`src/rtl/wb_uart_bridge_pkg.sv`:
```
// wb_uart_bridge_pkg: command/response byte codes, FSM states and response geometry
// shared by the UART-to-Wishbone bridge and its response shifter.
`default_nettype none

package wb_uart_bridge_pkg;

  localparam logic [7:0] CMD_WR  = 8'h57;  // 'W'
  localparam logic [7:0] CMD_RD  = 8'h52;  // 'R'
  localparam logic [7:0] RSP_OK  = 8'h4B;  // 'K'
  localparam logic [7:0] RSP_ERR = 8'h3F;  // '?'
  localparam logic [7:0] RSP_TO  = 8'h54;  // 'T'

  localparam int RSP_BYTES = 5;
  localparam int RSP_W     = 8 * RSP_BYTES;

  typedef enum logic [2:0] {
    ST_IDLE  = 3'd0,
    ST_ADDR  = 3'd1,
    ST_WDATA = 3'd2,
    ST_BUS   = 3'd3,
    ST_RESP  = 3'd4
  } state_e;

endpackage

`default_nettype wire

```
`src/rtl/wb_uart_bridge_rsp.sv`:
```
// ============================================================================
// wb_uart_bridge_rsp: up-to-5-byte response shifter, MSB byte first, valid/ready out.
// Rev 1.0
// ============================================================================
`default_nettype none

module wb_uart_bridge_rsp
  import wb_uart_bridge_pkg::*;
(
  input  logic             clk,
  input  logic             rst,
  input  logic             load_i,
  input  logic [RSP_W-1:0] load_data_i,
  input  logic [2:0]       load_cnt_i,
  output logic [7:0]       tx_data_o,
  output logic             tx_valid_o,
  input  logic             tx_ready_i,
  output logic [2:0]       cnt_o
);

  logic [RSP_W-1:0] shreg_q;
  logic [2:0]       cnt_q;

  always_ff @(posedge clk) begin
    if (rst) begin
      shreg_q <= '0;
      cnt_q   <= 3'd0;
    end else if (load_i) begin
      shreg_q <= load_data_i;
      cnt_q   <= load_cnt_i;
    end else if ((cnt_q != 3'd0) && tx_ready_i) begin
      // Zero-fill so tx_data_o returns to 0 once the response is drained.
      shreg_q <= {shreg_q[RSP_W-9:0], 8'h00};
      cnt_q   <= cnt_q - 3'd1;
    end
  end

  assign tx_data_o  = shreg_q[RSP_W-1:RSP_W-8];
  assign tx_valid_o = (cnt_q != 3'd0);
  assign cnt_o      = cnt_q;

endmodule

`default_nettype wire

```
`src/rtl/wb_uart_bridge.sv`:
```
// ============================================================================
// wb_uart_bridge: UART byte stream to single Wishbone master cycles, with 'K'/'?'/'T'
// responses. Optional ack watchdog under WB_BRIDGE_TIMEOUT_EN.  Rev 1.0
// ============================================================================
`default_nettype none

module wb_uart_bridge
  import wb_uart_bridge_pkg::*;
#(
  parameter int AW             = 32,
  parameter int DW             = 32,
  parameter int TIMEOUT_CYCLES = 255
) (
  input  logic            clk,
  input  logic            rst,
  input  logic [7:0]      rx_data_i,
  input  logic            rx_valid_i,
  output logic            rx_ready_o,
  output logic [7:0]      tx_data_o,
  output logic            tx_valid_o,
  input  logic            tx_ready_i,
  output logic            wbm_cyc_o,
  output logic            wbm_stb_o,
  output logic            wbm_we_o,
  output logic [AW-1:0]   wbm_addr_o,
  output logic [DW-1:0]   wbm_wdata_o,
  output logic [DW/8-1:0] wbm_sel_o,
  input  logic [DW-1:0]   wbm_rdata_i,
  input  logic            wbm_ack_i,
  output logic            busy_o
);

  state_e              state_q;
  logic                we_q;
  logic [1:0]          cnt_q;
  logic                cyc_q;
  logic                stb_q;
  logic [AW-1:0]       addr_q;
  logic [DW-1:0]       wdata_q;
  logic [DW/8-1:0]     sel_q;

  logic                rx_fire;
  logic                tx_last;
  logic                bus_ack;
  logic                tmo_hit;
  logic                rsp_load;
  logic [RSP_W-1:0]    rsp_data;
  logic [2:0]          rsp_cnt_ld;
  logic [2:0]          rsp_cnt;

  assign rx_ready_o = (state_q == ST_IDLE) || (state_q == ST_ADDR) || (state_q == ST_WDATA);
  assign rx_fire    = rx_valid_i && rx_ready_o;
  assign tx_last    = tx_valid_o && tx_ready_i && (rsp_cnt == 3'd1);
  assign bus_ack    = (state_q == ST_BUS) && wbm_ack_i;
  assign busy_o     = (state_q != ST_IDLE);

`ifdef WB_BRIDGE_TIMEOUT_EN
  logic [7:0] tmo_q;

  // An ack on the limit cycle takes priority over the timeout.
  assign tmo_hit = (state_q == ST_BUS) && !wbm_ack_i && (tmo_q == 8'(TIMEOUT_CYCLES - 1));

  always_ff @(posedge clk) begin
    if (rst || (state_q != ST_BUS)) begin
      tmo_q <= 8'd0;
    end else if (!wbm_ack_i) begin
      tmo_q <= tmo_q + 8'd1;
    end
  end
`else
  logic unused_tmo;
  assign unused_tmo = |TIMEOUT_CYCLES;
  assign tmo_hit    = 1'b0;
`endif

  always_comb begin
    rsp_load   = 1'b0;
    rsp_data   = '0;
    rsp_cnt_ld = 3'd0;
    if ((state_q == ST_IDLE) && rx_fire && (rx_data_i != CMD_WR) && (rx_data_i != CMD_RD)) begin
      rsp_load   = 1'b1;
      rsp_data   = {RSP_ERR, 32'h0};
      rsp_cnt_ld = 3'd1;
    end else if (bus_ack) begin
      rsp_load   = 1'b1;
      rsp_data   = {RSP_OK, wbm_rdata_i[31:0]};
      rsp_cnt_ld = we_q ? 3'd1 : 3'd5;
    end else if (tmo_hit) begin
      rsp_load   = 1'b1;
      rsp_data   = {RSP_TO, 32'h0};
      rsp_cnt_ld = 3'd1;
    end
  end

  always_ff @(posedge clk) begin
    if (rst) begin
      state_q <= ST_IDLE;
      we_q    <= 1'b0;
      cnt_q   <= 2'd0;
      cyc_q   <= 1'b0;
      stb_q   <= 1'b0;
      addr_q  <= '0;
      wdata_q <= '0;
      sel_q   <= '0;
    end else begin
      case (state_q)
        ST_IDLE: begin
          if (rx_fire) begin
            if (rx_data_i == CMD_WR) begin
              we_q    <= 1'b1;
              state_q <= ST_ADDR;
            end else if (rx_data_i == CMD_RD) begin
              we_q    <= 1'b0;
              state_q <= ST_ADDR;
            end else begin
              state_q <= ST_RESP;
            end
          end
        end
        ST_ADDR: begin
          if (rx_fire) begin
            addr_q <= {addr_q[AW-9:0], rx_data_i};
            cnt_q  <= cnt_q + 2'd1;
            if (cnt_q == 2'd3) begin
              if (we_q) begin
                state_q <= ST_WDATA;
              end else begin
                state_q <= ST_BUS;
                cyc_q   <= 1'b1;
                stb_q   <= 1'b1;
                sel_q   <= '1;
              end
            end
          end
        end
        ST_WDATA: begin
          if (rx_fire) begin
            wdata_q <= {wdata_q[DW-9:0], rx_data_i};
            cnt_q   <= cnt_q + 2'd1;
            if (cnt_q == 2'd3) begin
              state_q <= ST_BUS;
              cyc_q   <= 1'b1;
              stb_q   <= 1'b1;
              sel_q   <= '1;
            end
          end
        end
        ST_BUS: begin
          if (bus_ack || tmo_hit) begin
            state_q <= ST_RESP;
            cyc_q   <= 1'b0;
            stb_q   <= 1'b0;
            sel_q   <= '0;
          end
        end
        ST_RESP: begin
          if (tx_last) begin
            state_q <= ST_IDLE;
          end
        end
        default: begin
          state_q <= ST_IDLE;
          cyc_q   <= 1'b0;
          stb_q   <= 1'b0;
        end
      endcase
    end
  end

  assign wbm_cyc_o   = cyc_q;
  assign wbm_stb_o   = stb_q;
  assign wbm_we_o    = we_q;
  assign wbm_addr_o  = addr_q;
  assign wbm_wdata_o = wdata_q;
  assign wbm_sel_o   = sel_q;

  wb_uart_bridge_rsp u_rsp (
    .clk         (clk),
    .rst         (rst),
    .load_i      (rsp_load),
    .load_data_i (rsp_data),
    .load_cnt_i  (rsp_cnt_ld),
    .tx_data_o   (tx_data_o),
    .tx_valid_o  (tx_valid_o),
    .tx_ready_i  (tx_ready_i),
    .cnt_o       (rsp_cnt)
  );

endmodule

`default_nettype wire

```
`config.mk`:
```
export PLATFORM = sky130hd
export DESIGN_NAME = wb_uart_bridge
export DESIGN_NICKNAME = d
export VERILOG_FILES = /design/src/rtl/wb_uart_bridge_pkg.sv /design/src/rtl/wb_uart_bridge_rsp.sv /design/src/rtl/wb_uart_bridge.sv
export SDC_FILE = /design/constraint.sdc
export NUM_CORES = 1
export LEC_CHECK = 0
export CAP_MARGIN = 40
export CORE_MARGIN = 2
export CORE_UTILIZATION = 50
export CTS_BUF_LIST = sky130_fd_sc_hd__clkbuf_4
export DETAILED_ROUTE_END_ITERATION = 10
export MAX_ROUTING_LAYER = met4
export PLACE_DENSITY = 0.84
export SETUP_SLACK_MARGIN = 0.05
export SLEW_MARGIN = 10
export SYNTH_ARGS = -nofsm -noshare
export SYNTH_HDL_FRONTEND = slang
export SYNTH_SLANG_ARGS = --single-unit
```
`constraint.sdc`:
```
create_clock -name clk -period 2.5 [get_ports clk]
set_clock_uncertainty 0.15 [all_clocks]
set_input_delay 0.25 -clock clk [delete_from_list [all_inputs] [get_ports clk]]
set_output_delay 0.25 -clock clk [all_outputs]
set_load 0.01 [all_outputs]
```
Yosys cells after proc, flatten, opt, wreduce, memory -nomap -nowiden
Index checks and enable logic that the tools add are counted.
Widths: inputs -> output; s select.
{"block": "classes", "bitwise_logic": 1, "n_shift": 0, "n_mul": 0, "eq_ne": 18, "n_addsub": 2, "reduce_logical": 24, "n_lt_le_gt_ge": 0, "div_mod_pow": 0, "n_mux": 38}
{"op": "$mux 40", "n": 3}
{"op": "$mux 3", "n": 14}
{"op": "$mux 39", "n": 1}
{"op": "$mux 4", "n": 6}
{"op": "$reduce_and 7->1", "n": 3}
{"op": "$eq 8x7->1 const B", "n": 2}
{"op": "$ne 8x7->1 const B", "n": 2}
{"op": "$pmux 3 s5", "n": 1}
{"op": "$ne 2x2->1 const B", "n": 6}
{"op": "$pmux 4 s3", "n": 1}
{"op": "$mux 1", "n": 11}
{"op": "$reduce_bool 3->1", "n": 3}
{"op": "$logic_and 1x1->1", "n": 7}
{"op": "$eq 3x1->1 const B", "n": 2}
{"op": "$eq 3x2->1 const B", "n": 2}
{"op": "$reduce_and 2->1", "n": 3}
{"op": "$ne 2x1->1 const B", "n": 2}
{"op": "$pmux 1 s4", "n": 1}
{"op": "$reduce_bool 2->1", "n": 2}
{"op": "$reduce_or 2->1", "n": 2}
{"op": "$eq 3x3->1 const B", "n": 1}
{"op": "$logic_not 3->1", "n": 1}
{"op": "$reduce_and 3->1", "n": 1}
{"op": "$sub 3x1->3 const B", "n": 1}
{"op": "4 further kinds", "n": 5}
{"block": "totals", "word_cells": 92, "mem_bits_rw": 0, "latch_bits": 0, "memories": 0, "out_inout_bits": 82, "regBits": 118, "romBits": 0}

Logic depth before layout (Yosys ltp)
{"block": "logic_depth", "depth_word": 9, "ltp_mapped": 8, "ltp_nobuf": 6}

Cells and area by module
A second synthesis with hierarchy kept.
{"block": "hier_totals", "hier_cells": 645, "hier_area_um2": 5446.5}
{"mod": "wb_uart_bridge", "n_inst": 1, "cells_per_inst": 392, "seq_area_each_um2": 1441.4, "area_per_inst_um2": 3065.4}
{"mod": "wb_uart_bridge_rsp", "n_inst": 1, "cells_per_inst": 253, "seq_area_each_um2": 860.8, "area_per_inst_um2": 2381.0}

Worst setup path before layout
OpenSTA, ideal clock, no wires.
{"block": "synth_timing", "kind": "register -> register", "start": "reg u_rsp.cnt_q[0] (netlist: u_rsp.cnt_o[0])", "end": "reg u_rsp.shreg_q[20]", "slack_ns": 0.682, "arrival_time_ns": 1.582, "n_path_buf": 2, "required_time_ns": 2.263, "stages_incl_launch_ff": 9, "cell_sequence": "dfxtp_1 -> inv_1 -> ha_1 -> nand2b_1 -> nand2_1 -> and3_1 -> buf_2 -> buf_6 -> a221oi_2"}
{"block": "synth_between", "elab_chain_cells": 3}
{"item": "from (decl)", "line_no": "wb_uart_bridge_rsp.sv:22", "text": "logic [2:0] cnt_q;"}
{"item": "from (signal assigned)", "line_no": "wb_uart_bridge_rsp.sv:30", "text": "cnt_q <= load_cnt_i;"}
{"item": "from (signal assigned)", "line_no": "wb_uart_bridge_rsp.sv:34", "text": "cnt_q <= cnt_q - 3'd1;"}
{"item": "$reduce_bool 3->1"}
{"item": "via tx_valid_o", "line_no": "wb_uart_bridge.sv:20", "text": "output logic tx_valid_o,"}
{"item": "$logic_and 1x1->1", "line_no": "wb_uart_bridge_rsp.sv:31", "text": "end else if ((cnt_q != 3'd0) && tx_ready_i) begin"}
{"item": "$reduce_bool 2->1 (no source line)"}
{"item": "to (signal assigned)", "line_no": "wb_uart_bridge_rsp.sv:29", "text": "shreg_q <= load_data_i;"}
{"item": "to (signal assigned)", "line_no": "wb_uart_bridge_rsp.sv:33", "text": "shreg_q <= {shreg_q[RSP_W-9:0], 8'h00};"}
{"item": "to (decl)", "line_no": "wb_uart_bridge_rsp.sv:21", "text": "logic [RSP_W-1:0] shreg_q;"}
The timed path passes the listed nets, and every way through them passes these cells.
A chain may end at the register's enable or synchronous reset.

Worst setup path in the final report
{"block": "layout_timing", "start": "reg u_rsp.cnt_q[0] (netlist: u_rsp.cnt_o[0])", "end": "out tx_valid_o"}
{"block": "layout_between", "elab_chain_cells": 1}
{"item": "$reduce_bool 3->1", "line_no": "wb_uart_bridge_rsp.sv:39", "text": "assign tx_valid_o = (cnt_q != 3'd0);"}
{"item": "to (decl)", "line_no": "wb_uart_bridge.sv:20"}
No other way between the ends.

==> out/metrics.csv <==
metric;value;unit
pwr-share-comb;12.8;%
hold_viol_final;0;
hold_start;wbm_rdata_i[5];
diodes;0;
required;2100;ps
startpoint_type;register;
final_layout_size_suffix_gt1_share;11.00;%
grt_max_degree;60;
drv_cap;0;
regToRegEndpoint;u_rsp.shreg_q[16]$_SDFFE_PP0P_;
grt_usage;24.44;%
swShare;26.47;%
p_clk_share;38.7;%
p_seq_share;48.5;%
syn_area;4908;um^2
powerDensity;608.3;nW/um^2
holdPathEnd;u_rsp.shreg_q[5]$_SDFFE_PP0P_;
dr_total_vias;4534;
crit_type;reg2out;
timing.slew.headroom;51.08;%
clock_sinks;115;
numPortBuffers;126;
io_pins;127;
final_cell_mix;nand2_1, clkdlybuf4s50_1, dfxtp_1, a21oi_1, inv_1;
max_freq;428.2;MHz
setup-violations-final;0;
grt_pass1_wl;19690;um
slowest_delay;570;ps
leakage;2.196;nW
dieWidth;103.1;um
slowest_stage;clkdlybuf4s50_1;
ant_nets;0;
ys_seq_elements;115;
first_iter_violations;252;
wl_per_cell;14.45;um
start_util;50.92;%
clkTransAtPathRegs;110;ps
area_growth;34.18;%
cts_tree;yes;
totalWireLength;12300;um
period_share;93.40;%
switchingPower;1.060;mW
hold_path.class;in2reg;
post-dp-hpwl;8618;um
final_common_cell;nand2_1;
routed_via_density;5.328;
grt_overflow;0;
nNetsFinal;754;
critPathCaptureType;primary output;
synthArstFlopShare;0;%
crit_chain;inv_1 -> ha_1 -> nand2b_1 -> clkdlybuf4s50_1;
ir_worst_vdd;0.3630;mV
fp.dieH;103.1;um
design.die.area;10630;um^2
std_cell_rows;36;
rsz0062_at_grt;false;
grt_pass1_vias;4140;
clock_tree.buffer_depth;2;
holdBufCountCts;0;
arrival;1940;ps
ys_seq_area_share;46.90;%
synth.distinct_cells;44;
status;completed;
yosys_warnings;0;
synth_cells;600;
worst_pin_slew;733.7;ps
antenna_found_initial;0;
synth_top_area_cell;dfxtp_1;
postSynthAreaPerCell;8.181;um^2
synth_top_area_share;46.90;%
tns;0;ps
cts.htree.levels;4;
root_buffer;clkbuf_4;
power.internal;2.946;mW
cp_max_fo;5;
drv_slew;0;
synth-edff-count;0;
drc;0;
place_congestion;0.8024;
period_needed;2335;ps
clock_latency;510;ps
synth_area_leaders;dfxtp_1, nand2_1, a21oi_1;
hold_slack;131.2;ps
ys.flop_type;dfxtp_1;
ff2ff_setup_slack;430;ps
worstReg2RegStart;state_q[2]$_SDFFE_PP0P_;
core;9639;um^2
r2r_cells;5;
synth_nets;649;
min_delay_path_depth;3;
numCtsBuffers;17;
drt-pass1-iter-count;4;
-- worst max-delay path: cells and delay by family, from the launching register on --
kind,cells,cell delay [ps]
fa+ha+maj,1,210
buf+inv,2,660
flops,1,400
simple gates,1,160
-- worst max path at each step --
stage          depth (start not counted)                        start                              to  slack (ps)
6_report                               4  u_rsp.cnt_o[0]$_SDFFE_PP0P_                      tx_valid_o         160
5_1_grt                                4  u_rsp.cnt_o[0]$_SDFFE_PP0P_                      tx_valid_o          50
4_1_cts                                4  u_rsp.cnt_o[0]$_SDFFE_PP0P_                      tx_valid_o          60
3_5_place_dp                           6                 rx_data_i[5]  u_rsp.shreg_q[16]$_SDFFE_PP0P_         180
3_3_place_gp                           6                 rx_data_i[5]  u_rsp.shreg_q[16]$_SDFFE_PP0P_         280
2_1_floorplan                          8  u_rsp.cnt_o[0]$_SDFFE_PP0P_  u_rsp.shreg_q[20]$_SDFFE_PP0P_         680
-- what timing repair did --
action | 4_1_cts | 5_1_grt
endpoints found under the setup margin | 1 | 2
resized for setup | 1 | 2
buffers inserted | 0 | 0
-- cell usage after synthesis (3+ instances only) --
master	number
buf_4	12
o211ai_1	24
inv_1	28
buf_2	5
clkbuf_1	43
xnor2_1	3
a221oi_2	20
a21oi_1	82
nand3_1	6
a31oi_1	12
nand4_1	8
nor2_1	11
dfxtp_1	115
a221oi_1	4
o21ai_0	3
ha_1	4
nand2_1	179
nand2b_1	6
and3_1	4
-- area by class of cell --
class                      count  area (um^2)
clock inverter                15        207.7
fill                         788         3053
tap                          133        166.4
timing repair buffer         148         1464
clock buffer                  17        127.6
inverter                      28        105.1
multi-input combinational    395         2211
sequential                   115         2305
-- layer usage --
layer	share of wire [%]	up-vias	track usage [%]
met2	50	132	38.41
met3	4.5	25	5.898
li1	-	2262	-
met4	2.0	0	8.502
met5	0	-	-
met1	44	2115	30.85
-- registers in the layout, indices dropped and copies added, names as in the netlist, 2 cells and up --
register / flops
u_rsp.cnt_o: 3
u_rsp.shreg_q: 40
wbm_addr_o: 32
state_q: 3
cnt_q: 2
wbm_wdata_o: 32
-- per-stage QoR --
stage	instance area (um^2)	util (%)	instances	worst slack, ps	total power, mW
final	6586	68.33	851	164.9	4.006
after global routing	6586	68.33	851	54.26	4.170
after CTS	6583	68.29	851	55.35	4.023
after detailed placement	6246	64.80	819	183.5	2.485
after global placement	6246	64.80	819	279.2	2.462
after floorplan	4908	-	600	681.6	2.295
-- kinds of logic (layout without fill, tap and decap cells) --
group                    Yosys count  in the layout  share of synthesized area (%)
AO/OA/AOI/OAI                    158            158                          22.94
XOR/XNOR                           5              5                         0.8923
adder cells (fa/ha/maj)            4              4                          1.020
buffers and inverters             90            208                          8.233
flip-flops                       115            115                          46.90
multiplexers                       1              1                         0.2039
AND/OR/NAND/NOR                  227            227                          19.81
-- power groups by stage --
stage               combinational [mW]  clock (mW)  sequential [mW]
finish                           0.513        1.55             1.94
global route                     0.559        1.66             1.95
CTS                              0.514        1.57             1.94
detailed placement               0.505           0             1.98
global placement                 0.484           0             1.98
floorplan                        0.331           0             1.96
No activity file was read; power rests on OpenSTA's default activity.
